==> src/rtl/mm_pkg.sv <==
// Shared constants, FSM encoding and helpers for the matrix write-back path.
package mm_pkg;

  localparam int LANE_NUM    = 16;
  localparam int LINE_W      = 128;
  localparam int LINE_ADDR_W = 8;
  localparam int BYTE_ADDR_W = 12;
  localparam int CNT_W       = 4;

  typedef enum logic [1:0] {
    WB_IDLE = 2'd0,
    WB_RUN  = 2'd1,
    WB_DONE = 2'd2
  } wb_state_e;

  // Byte enables for lanes 0..col_len.
  function automatic logic [LANE_NUM-1:0] lane_mask(input logic [CNT_W-1:0] col_len);
    logic [LANE_NUM-1:0] m;
    m = '0;
    for (int i = 0; i < LANE_NUM; i++) m[i] = (CNT_W'(i) <= col_len);
    return m;
  endfunction

endpackage

==> src/rtl/mm_result_buffer_if.sv <==
// Control, MXU result and RAM write signals of the write-back collector.
interface mm_result_buffer_if;
  import mm_pkg::*;

  logic                   lsu_mm_wb_ctrl_vld;
  logic [CNT_W-1:0]       lsu_mm_wb_ctrl_row_len;
  logic [CNT_W-1:0]       lsu_mm_wb_ctrl_col_len;
  logic [BYTE_ADDR_W-1:0] lsu_mm_wb_ctrl_start_addr;
  logic [LANE_NUM-1:0]    mxu_mm_wb_vld;
  logic [LINE_W-1:0]      mxu_mm_wb_data;
  logic                   lsu_mm_wb_ram_write_vld;
  logic [LINE_ADDR_W-1:0] lsu_mm_wb_ram_write_addr;
  logic [LINE_W-1:0]      lsu_mm_wb_ram_write_data;
  logic [LANE_NUM-1:0]    lsu_mm_wb_ram_write_mask;
  logic                   lsu_mm_wb_ram_write_rdy;
  logic                   lsu_mm_wb_busy;
  logic                   lsu_mm_wb_done;
  logic                   lsu_mm_wb_err;

  modport slave (
    input  lsu_mm_wb_ctrl_vld, lsu_mm_wb_ctrl_row_len, lsu_mm_wb_ctrl_col_len,
           lsu_mm_wb_ctrl_start_addr, mxu_mm_wb_vld, mxu_mm_wb_data, lsu_mm_wb_ram_write_rdy,
    output lsu_mm_wb_ram_write_vld, lsu_mm_wb_ram_write_addr, lsu_mm_wb_ram_write_data,
           lsu_mm_wb_ram_write_mask, lsu_mm_wb_busy, lsu_mm_wb_done, lsu_mm_wb_err
  );

  modport master (
    output lsu_mm_wb_ctrl_vld, lsu_mm_wb_ctrl_row_len, lsu_mm_wb_ctrl_col_len,
           lsu_mm_wb_ctrl_start_addr, mxu_mm_wb_vld, mxu_mm_wb_data, lsu_mm_wb_ram_write_rdy,
    input  lsu_mm_wb_ram_write_vld, lsu_mm_wb_ram_write_addr, lsu_mm_wb_ram_write_data,
           lsu_mm_wb_ram_write_mask, lsu_mm_wb_busy, lsu_mm_wb_done, lsu_mm_wb_err
  );

endinterface

==> src/rtl/mm_wb_row_entry.sv <==
// One de-skew row line: 16 byte lanes, each with its own write enable.
module mm_wb_row_entry
  import mm_pkg::*;
(
  input  logic                clk,
  input  logic                rst_n,
  input  logic                clr,
  input  logic [LANE_NUM-1:0] we,
  input  logic [LINE_W-1:0]   wdata,
  output logic [LINE_W-1:0]   q
);

  always_ff @(posedge clk or negedge rst_n) begin
    if (!rst_n) begin
      q <= '0;
    end else if (clr) begin
      q <= '0;
    end else begin
      for (int b = 0; b < LANE_NUM; b++)
        if (we[b]) q[b*8 +: 8] <= wdata[b*8 +: 8];
    end
  end

endmodule

==> src/rtl/mm_result_buffer.sv <==
// Collects skewed MXU result bytes into row lines and drains them as masked
// RAM line writes starting at the programmed line address.
module mm_result_buffer
  import mm_pkg::*;
(
  input  logic              clk,
  input  logic              rst_n,
  mm_result_buffer_if.slave wb
);

  wb_state_e              state;
  logic [CNT_W-1:0]       row_len_q, col_len_q;
  logic [LINE_ADDR_W-1:0] start_line_q;
  logic [CNT_W:0]         cc, rd_ptr;
  logic                   err_q;
  logic [CNT_W:0]         lane_cnt [LANE_NUM];
  logic [LINE_W-1:0]      entry_q  [LANE_NUM];
  logic [LANE_NUM-1:0]    col_mask, cap_en, ovr;
  logic [LINE_W-1:0]      rd_line, wr_data;
  logic                   run, accept, complete, wr_vld, hs, last;
  logic                   unused_addr_bits;

  assign unused_addr_bits = ^wb.lsu_mm_wb_ctrl_start_addr[3:0];
  assign run      = (state == WB_RUN);
  assign accept   = wb.lsu_mm_wb_ctrl_vld & ~run;
  assign col_mask = lane_mask(col_len_q);

  // Lane counters are 5 bits so a 17th byte with row_len=15 still reads as overrun.
  for (genvar c = 0; c < LANE_NUM; c++) begin : g_lane
    logic act, room;
    assign act       = run & wb.mxu_mm_wb_vld[c] & col_mask[c];
    assign room      = (lane_cnt[c] <= {1'b0, row_len_q});
    assign cap_en[c] = act & room;
    assign ovr[c]    = act & ~room;

    always_ff @(posedge clk or negedge rst_n) begin
      if (!rst_n)          lane_cnt[c] <= '0;
      else if (accept)     lane_cnt[c] <= '0;
      else if (cap_en[c])  lane_cnt[c] <= lane_cnt[c] + (CNT_W+1)'(1);
    end
  end

  for (genvar k = 0; k < LANE_NUM; k++) begin : g_entry
    logic [LANE_NUM-1:0] we;
    always_comb begin
      we = '0;
      for (int c = 0; c < LANE_NUM; c++)
        we[c] = cap_en[c] & (lane_cnt[c] == (CNT_W+1)'(k));
    end

    mm_wb_row_entry u_entry (
      .clk   (clk),
      .rst_n (rst_n),
      .clr   (accept),
      .we    (we),
      .wdata (wb.mxu_mm_wb_data),
      .q     (entry_q[k])
    );
  end

  // The last valid lane trails the skew, so its capture marks the row complete.
  assign complete = cap_en[col_len_q];
  assign wr_vld   = run & (rd_ptr < cc);
  assign hs       = wr_vld & wb.lsu_mm_wb_ram_write_rdy;
  assign last     = hs & (rd_ptr[CNT_W-1:0] == row_len_q);
  assign rd_line  = entry_q[rd_ptr[CNT_W-1:0]];

  always_ff @(posedge clk or negedge rst_n) begin
    if (!rst_n) begin
      state        <= WB_IDLE;
      row_len_q    <= '0;
      col_len_q    <= '0;
      start_line_q <= '0;
      cc           <= '0;
      rd_ptr       <= '0;
      err_q        <= 1'b0;
    end else if (accept) begin
      state        <= WB_RUN;
      row_len_q    <= wb.lsu_mm_wb_ctrl_row_len;
      col_len_q    <= wb.lsu_mm_wb_ctrl_col_len;
      start_line_q <= wb.lsu_mm_wb_ctrl_start_addr[BYTE_ADDR_W-1 -: LINE_ADDR_W];
      cc           <= '0;
      rd_ptr       <= '0;
      err_q        <= 1'b0;
    end else begin
      case (state)
        WB_RUN: begin
          if (complete) cc     <= cc + (CNT_W+1)'(1);
          if (hs)       rd_ptr <= rd_ptr + (CNT_W+1)'(1);
          if (|ovr)     err_q  <= 1'b1;
          if (last)     state  <= WB_DONE;
        end
        default: state <= WB_IDLE;
      endcase
    end
  end

  always_comb begin
    wr_data = '0;
    for (int c = 0; c < LANE_NUM; c++)
      if (wr_vld & col_mask[c]) wr_data[c*8 +: 8] = rd_line[c*8 +: 8];
  end

  assign wb.lsu_mm_wb_ram_write_vld  = wr_vld;
  assign wb.lsu_mm_wb_ram_write_addr = wr_vld ? start_line_q + LINE_ADDR_W'(rd_ptr) : '0;
  assign wb.lsu_mm_wb_ram_write_data = wr_data;
  assign wb.lsu_mm_wb_ram_write_mask = wr_vld ? col_mask : '0;
  assign wb.lsu_mm_wb_busy           = run;
  assign wb.lsu_mm_wb_done           = (state == WB_DONE);
  assign wb.lsu_mm_wb_err            = err_q;

endmodule

==> src/flat_wrapper.sv <==
// flat-port wrapper written by rule: the top's interface ports become plain ports
module mm_result_buffer_flat import mm_pkg::*;
  (clk, rst_n, wb_lsu_mm_wb_ctrl_vld, wb_lsu_mm_wb_ctrl_row_len, wb_lsu_mm_wb_ctrl_col_len, wb_lsu_mm_wb_ctrl_start_addr, wb_mxu_mm_wb_vld, wb_mxu_mm_wb_data, wb_lsu_mm_wb_ram_write_rdy, wb_lsu_mm_wb_ram_write_vld, wb_lsu_mm_wb_ram_write_addr, wb_lsu_mm_wb_ram_write_data, wb_lsu_mm_wb_ram_write_mask, wb_lsu_mm_wb_busy, wb_lsu_mm_wb_done, wb_lsu_mm_wb_err);
  mm_result_buffer_if wb_i ();
  input  logic clk;
  input  logic rst_n;
  input wire logic [$bits(wb_i.lsu_mm_wb_ctrl_vld)-1:0] wb_lsu_mm_wb_ctrl_vld;
  input wire logic [$bits(wb_i.lsu_mm_wb_ctrl_row_len)-1:0] wb_lsu_mm_wb_ctrl_row_len;
  input wire logic [$bits(wb_i.lsu_mm_wb_ctrl_col_len)-1:0] wb_lsu_mm_wb_ctrl_col_len;
  input wire logic [$bits(wb_i.lsu_mm_wb_ctrl_start_addr)-1:0] wb_lsu_mm_wb_ctrl_start_addr;
  input wire logic [$bits(wb_i.mxu_mm_wb_vld)-1:0] wb_mxu_mm_wb_vld;
  input wire logic [$bits(wb_i.mxu_mm_wb_data)-1:0] wb_mxu_mm_wb_data;
  input wire logic [$bits(wb_i.lsu_mm_wb_ram_write_rdy)-1:0] wb_lsu_mm_wb_ram_write_rdy;
  output wire logic [$bits(wb_i.lsu_mm_wb_ram_write_vld)-1:0] wb_lsu_mm_wb_ram_write_vld;
  output wire logic [$bits(wb_i.lsu_mm_wb_ram_write_addr)-1:0] wb_lsu_mm_wb_ram_write_addr;
  output wire logic [$bits(wb_i.lsu_mm_wb_ram_write_data)-1:0] wb_lsu_mm_wb_ram_write_data;
  output wire logic [$bits(wb_i.lsu_mm_wb_ram_write_mask)-1:0] wb_lsu_mm_wb_ram_write_mask;
  output wire logic [$bits(wb_i.lsu_mm_wb_busy)-1:0] wb_lsu_mm_wb_busy;
  output wire logic [$bits(wb_i.lsu_mm_wb_done)-1:0] wb_lsu_mm_wb_done;
  output wire logic [$bits(wb_i.lsu_mm_wb_err)-1:0] wb_lsu_mm_wb_err;
  assign wb_i.lsu_mm_wb_ctrl_vld = wb_lsu_mm_wb_ctrl_vld;
  assign wb_i.lsu_mm_wb_ctrl_row_len = wb_lsu_mm_wb_ctrl_row_len;
  assign wb_i.lsu_mm_wb_ctrl_col_len = wb_lsu_mm_wb_ctrl_col_len;
  assign wb_i.lsu_mm_wb_ctrl_start_addr = wb_lsu_mm_wb_ctrl_start_addr;
  assign wb_i.mxu_mm_wb_vld = wb_mxu_mm_wb_vld;
  assign wb_i.mxu_mm_wb_data = wb_mxu_mm_wb_data;
  assign wb_i.lsu_mm_wb_ram_write_rdy = wb_lsu_mm_wb_ram_write_rdy;
  assign wb_lsu_mm_wb_ram_write_vld = wb_i.lsu_mm_wb_ram_write_vld;
  assign wb_lsu_mm_wb_ram_write_addr = wb_i.lsu_mm_wb_ram_write_addr;
  assign wb_lsu_mm_wb_ram_write_data = wb_i.lsu_mm_wb_ram_write_data;
  assign wb_lsu_mm_wb_ram_write_mask = wb_i.lsu_mm_wb_ram_write_mask;
  assign wb_lsu_mm_wb_busy = wb_i.lsu_mm_wb_busy;
  assign wb_lsu_mm_wb_done = wb_i.lsu_mm_wb_done;
  assign wb_lsu_mm_wb_err = wb_i.lsu_mm_wb_err;
  mm_result_buffer u_core (.clk(clk), .rst_n(rst_n), .wb(wb_i));
endmodule
==> config.mk <==
export PLATFORM = sky130hd
export DESIGN_NAME = mm_result_buffer_flat
export DESIGN_NICKNAME = d
export VERILOG_FILES = /design/src/rtl/mm_pkg.sv /design/src/rtl/mm_result_buffer_if.sv /design/src/rtl/mm_wb_row_entry.sv /design/src/rtl/mm_result_buffer.sv /design/src/flat_wrapper.sv
export SDC_FILE = /design/constraint.sdc
export NUM_CORES = 2
export LEC_CHECK = 0
export CORE_UTILIZATION = 39
export CTS_CLUSTER_SIZE = 25
export DETAILED_ROUTE_END_ITERATION = 8
export PLACE_DENSITY = 0.57
export SLEW_MARGIN = 15
export SYNTH_ARGS = -nofsm -noshare
export SYNTH_HDL_FRONTEND = slang
export SYNTH_SLANG_ARGS = --single-unit
==> constraint.sdc <==
create_clock -name clk -period 2.9 [get_ports clk]
set_input_delay 0.725 -clock clk [delete_from_list [all_inputs] [get_ports clk]]
set_output_delay 0.725 -clock clk [all_outputs]
set_load 0.02 [all_outputs]
=== Yosys cells after proc, flatten, opt, wreduce, memory -nomap -nowiden ===
Index checks and enable logic that the tools add are counted.

* Logic and storage cells: 1570
* Memory bits (writable): 0
* Latch bits: 0
* Bits in registers: 2157
* Bits of input ports: 168
* Memories: 0
* Bits in read-only memories: 0
* Output and inout port bits: 156

* Multiply operators: 0
* Shift-type cells: 0
* Equality and inequality tests: 244
* Bitwise logic cells: 358
* Muxes and demuxes: 339
* Reductions and logical operators: 296
* Add/subtract/negate cells: 19
* Divide/modulo/power cells: 0
* Magnitude comparators: 35

{| class="wikitable"
|+ Operators with widths
! cell !! number
|-
| two-way mux 128 bit || 18
|-
| two-way mux 8 bit || 273
|-
| equality test 5 x 4 -> 1 bit (second input constant) || 128
|-
| nonzero test 2 bit || 276
|-
| binary-select mux 128 bit (select 4 bit) || 1
|-
| AND 1 bit || 340
|-
| equality test 5 x 3 -> 1 bit (second input constant) || 64
|-
| two-way mux 5 bit || 38
|-
| equality test 5 x 2 -> 1 bit (second input constant) || 32
|-
| adder 5 x 1 -> 5 bit (second input constant) || 18
|-
| equality test 5 x 1 -> 1 bit (second input constant) || 16
|-
| <= comparator 5 x 4 -> 1 bit || 16
|-
| logical NOT 5 bit || 16
|-
| <= comparator 4 bit (first input constant) || 8
|-
| NOT 1 bit || 17
|-
| <= comparator 3 x 4 -> 1 bit (first input constant) || 4
|-
| two-way mux 16 bit || 1
|-
| OR reduction 16 bit || 1
|-
| adder 8 x 5 -> 8 bit || 1
|-
| <= comparator 1 x 4 -> 1 bit (first input constant) || 2
|-
| <= comparator 2 x 4 -> 1 bit (first input constant) || 2
|-
| two-way mux 2 bit || 3
|-
| AND reduction 2 bit || 3
|-
| >= comparator 5 bit (second input constant) || 1
|-
| 9 further kinds || 12
|}

=== Logic depth before layout (Yosys ltp) ===
* Word-level depth: 9
* Mapped depth: 11
* Mapped depth without buffers: 9

=== By module ===
Synthesis repeated with hierarchy kept, for this count alone.

* Cells, all modules: 8818
* Area, all modules: 109974.2 sq um

{| class="wikitable"
|+ By module, submodules not included
! module !! times used !! cells each !! seq. area each (sq um) !! area an instance (sq um)
|-
| mm_wb_row_entry || 16 || 414 || 3203.1 || 5238.8
|-
| mm_result_buffer || 1 || 2194 || 2727.6 || 26153.8
|}

=== Least setup slack after synthesis ===
OpenSTA, ideal clock, no wires.

* Path kind: register to output
* Start: register u_core.rd_ptr[0]
* End: output wb_lsu_mm_wb_ram_write_data[0]
* Required time: 2.175 ns
* Slack: -0.240 ns
* Stages on the path, launching flop included: 8
* Data arrival time: 2.415 ns
* Buffers on the path: 4
* Cell sequence: dfrtp_1 -> clkbuf_1 -> buf_2 -> buf_2 -> buf_2 -> mux4_2 -> mux4_2 -> and2_1

* Cells in the longest elaborated chain, start to end: 5
* Elaborated cells between the ends (all ways): 8
* Classes of those cells: order compare (1); mux (4); bitwise (3)

{| class="wikitable"
|+ Ends and longest elaborated chain
! element !! RTL line !! RTL
|-
| start, declared || mm_result_buffer.sv:14 || <nowiki>logic [CNT_W:0] cc, rd_ptr;</nowiki>
|-
| start signal, assigned || mm_result_buffer.sv:89 || <nowiki>if (hs) rd_ptr <= rd_ptr + (CNT_W+1)'(1);</nowiki>
|-
| NOT 4 -> 5 bit (not written as such) || mm_result_buffer.sv:66 || <nowiki>assign rd_line = entry_q[rd_ptr[CNT_W-1:0]];</nowiki>
|-
| binary-select mux 128 bit (select 4 bit) || mm_result_buffer.sv:66 ||
|-
| two-way mux 128 bit (not written as such) (2 in a row) || mm_result_buffer.sv:66 ||
|-
| two-way mux 8 bit (*) || mm_result_buffer.sv:101 || <nowiki>if (wr_vld & col_mask[c]) wr_data[c*8 +: 8] = rd_line[c*8 +: 8];</nowiki>
|-
| end, declared || flat_wrapper.sv:16 || <nowiki>output wire logic [$bits(wb_i.lsu_mm_wb_ram_write_data)-1:0] wb_lsu_mm_wb_ram_write_data;</nowiki>
|}

Mark *: on every way between the ends. The rest lies on a longest branch, timed or not. The select of a mux whose other input is x is not followed.

=== Worst setup path in the final report ===
* Start: register u_core.rd_ptr[0]
* End: output wb_lsu_mm_wb_ram_write_data[87]

Same word-level chain as after synthesis.

==> run metrics <==
total CTS buffers 240; max_cap viols 0; Routed wire per std cell 24.5 um; clock period minus final worst setup slack 4.25 ns; final slew viol count 0; DP Worst Slack -1.00 ns; fin util 50.4%; layout cells sized above 1 27.9%; Core Region 0.271 sq mm; failing checks setup timing; H-tree levels 4; initial antenna violation count 48; clock buffer depth 4; fill count 23700; synthesized flop and latch total 2157; clk_skew 0.0886 ns; port bufs 319; Global Route Usage Sum 25.2%; DRC violations left 0; CTS tree built; Final Cycle Share 147%; Max rail drop VDD 0.531 mV; Hold Slack 0.338 ns; Die H 524 um; HPWL after DPL 230000 um; leakage 61.9 nW; unrepaired setup endpoints after global routing yes; First-pass DRT Iterations 8; Cell variety after synth 92; Worst-Skew Late Latency 0.92 ns; DR iter-0 viols 7688; worst-case setup margin in the final layout -1.35 ns; Worst setup EP type primary output; die width 524 um; CP max stage cell mux4_2; Final #Nets 11200; Syn. warnings 0; Ports 324; CP top delay family buffers and inverters; Worst Hold Class input pin to register; CP arrival 3.53 ns; Layout area overhead 28.4%; CP bufs+invs 7; DP Cell Count 13900; most frequent CP cell buf_12; f_max 235 MHz; synthesized cell area 0.106 sq mm; Setup-failing EPs final 269; number of synthesized flops with an enable pin 0; routed wire length 359000 um; Worst Setup Path Type register to primary output; Post-Syn Nets 10200; CTS Root Cell clkbuf_16; worst slew pin tran 1.09 ns; Worst slew margin 27.1%; run status finished with violations; CP Cell Sequence buf_12 -> buf_12 -> buf_16 -> buf_12 -> buf_12 -> buf_16 -> mux4_2 -> mux4_2 -> nor2b_4 -> buf_6; antenna viol nets, final 0; Rows 191; die area 0.275 sq mm; vias in the first global route 83800; first-pass GRT wire length 530000 um; Via density 5.71; post-synthesis sequential area ratio 50.8%; final cell count without fillers 14600; largest net degree at the start of global routing 110; largest stage delay on the critical path 0.54 ns; vias after detailed routing 83500; critical path required time 2.17 ns; Worst setup SP type register; Syn Inst Count 9909; Power Total 123 mW; top_reg_cell synth dfrtp_1; post-synthesis async set-or-reset flop share 100%; Clock transition at path regs 0.06 ns; P per Cell Area 905 mW/mm^2; gpl congestion 0.879; Clock Sink Count 2157; Starting Density 39.2%; total grt overflow 0; final hold violation count 0; Mapped Avg Cell Area 10.7 sq um; Max FO, Critical Path 7
## power breakdown
group | switching (mW) | internal (mW) | leakage (nW)
combinational | 28.5 | 25.7 | 28.8
sequential | 3.03 | 35.1 | 29.2
clock | 12.9 | 18.2 | 3.95
## synth_stat cells, types with 8 or more instances
| master | instances | area (sq um) |
|---|---|---|
| a21oi_1 | 970 | 4850 |
| o21ai_0 | 498 | 2490 |
| xor2_1 | 27 | 236 |
| xnor2_1 | 26 | 228 |
| inv_1 | 89 | 334 |
| and4b_1 | 12 | 120 |
| dfrtp_1 | 2157 | 54000 |
| ha_1 | 155 | 1940 |
| nand3_1 | 663 | 3320 |
| and4_1 | 13 | 114 |
| and2_1 | 56 | 350 |
| clkbuf_1 | 520 | 1950 |
| mux2i_1 | 573 | 5740 |
| nand4b_1 | 14 | 123 |
| nand3_2 | 10 | 100 |
| buf_1 | 85 | 319 |
| buf_2 | 219 | 1100 |
| nor2_1 | 661 | 2480 |
| nor2b_1 | 126 | 788 |
| nand4_1 | 55 | 344 |
| a21o_1 | 15 | 113 |
| a22o_1 | 12 | 105 |
| nand2_1 | 1933 | 7260 |
| nand4_2 | 8 | 100 |
| a21oi_2 | 12 | 105 |
| nor3_1 | 19 | 95.1 |
| and3_1 | 45 | 282 |
| mux4_2 | 640 | 14400 |
| o22ai_1 | 9 | 56.3 |
| o21ai_1 | 11 | 55.1 |
| o31ai_1 | 11 | 82.6 |
| mux2_2 | 110 | 1240 |
## layout by cell type, fill, tap and decap left out, types with 27 or more instances in the layout
master	count
dfrtp_1	2151
nand2_1	1815
a21oi_1	858
buf_4	690
nor2_1	653
mux4_2	640
nand3_1	637
mux2i_1	563
o21ai_0	484
clkbuf_16	277
buf_6	254
buf_12	246
clkdlybuf4s50_1	163
ha_1	138
a21oi_2	109
mux2_2	92
nand2_2	88
nor2b_4	84
inv_1	68
clkbuf_8	60
nand4_1	55
buf_16	54
clkinv_2	46
buf_8	41
nor2b_1	39
clkbuf_1	39
and3_1	35
and2_4	32
diode_2	31
nand2_4	29
xor2_1	27
## routing by layer
metal | part of all wire (%) | track usage [%]
met1 | 41 | 33.9
met2 | 48 | 40.3
met3 | 6.9 | 4.48
met4 | 4.1 | 10.3
met5 | 0.050 | 0
## per-stage QoR
step	setup TNS, ns	cell area [sq um]
after floorplan	-3.98	107000
after CTS	-215.45	132000
after global routing	-226.61	136000
final	-181.92	136000
after detailed placement	-236.05	120000
after global placement	-200.83	120000
## worst register-to-register path: stages, from the launching register on
cell and delay [ns]:
dfrtp_1 0.39, clkinvlp_4 0.14, buf_6 0.14, buf_8 0.13
buf_6 0.12, ha_4 0.14, a21o_1 0.17, a2111oi_2 0.30
buf_4 0.17, o21a_1 0.17, buf_12 0.14, nand2_4 0.06
nor2_4 0.11, buf_6 0.15, a21oi_4 0.07, buf_12 0.17
mux2_4 0.29
## layout make-up
type	instances	area, sq um	area share (%)
Antenna cell	31	77.6	0.0569
Clock buffer	339	6980	5.11
Clock inverter	89	1030	0.755
Inverter	91	435	0.319
Multi-Input combinational cell	6828	51500	37.7
Sequential cell	2157	54000	39.6
Tap cell	3570	4470	3.27
Timing Repair Buffer	1518	18000	13.2
## worst paths after layout
path	start	endpoint	slack (ns)	cells after the start
hold reg to reg	u_core.g_entry[15].u_entry.q[43]	u_core.g_entry[15].u_entry.q[43]	0.47	2
setup reg to reg	u_core.row_len_q[1]	u_core.g_entry[7].u_entry.q[123]	-0.11	16
setup / recovery	u_core.rd_ptr[0]	wb_lsu_mm_wb_ram_write_data[87]	-1.35	10
min in group asynchronous	rst_n	u_core.g_entry[11].u_entry.q[0]	0.44	2
max in group asynchronous	rst_n	u_core.g_entry[7].u_entry.q[35]	1.24	4
hold / removal	wb_lsu_mm_wb_ctrl_start_addr[11]	u_core.start_line_q[7]	0.34	3
## flip-flops by register name, summed over array words and instances (netlist names)
register and count:
u_core.start_line_q 8, u_core.state 2, u_core.wb.lsu_mm_wb_err 1, u_core.row_len_q 4, u_core.cc 5, u_core.lane_cnt 80
u_core.rd_ptr 5, u_core.col_len_q 4, u_core.g_entry.u_entry.q 2048
## cell families (layout without fill, tap and decap cells)
logic type / count (synthesis) / count (layout) / synth area share [%]
XOR/XNOR: 53 / 53 / 0.437
buffers and inverters: 924 / 2037 / 3.55
flip-flops: 2157 / 2157 / 50.8
AO/OA/AOI/OAI: 1600 / 1600 / 7.95
other: 0 / 31 / 0
adder cells (fa/ha/maj): 156 / 156 / 1.84
AND/OR/NAND/NOR: 3696 / 3696 / 15.3
multiplexers: 1323 / 1323 / 20.1
## what timing repair did
action	4_1_cts	5_1_grt
cloned	38	50
endpoints found under the setup margin	761	1938
hold buffers	1	0
endpoints found under the hold margin	36	0
resized for setup	904	867
pin swaps	79	190
setup buffers	91	154
Note: power is estimated with default switching activity, not from simulation.
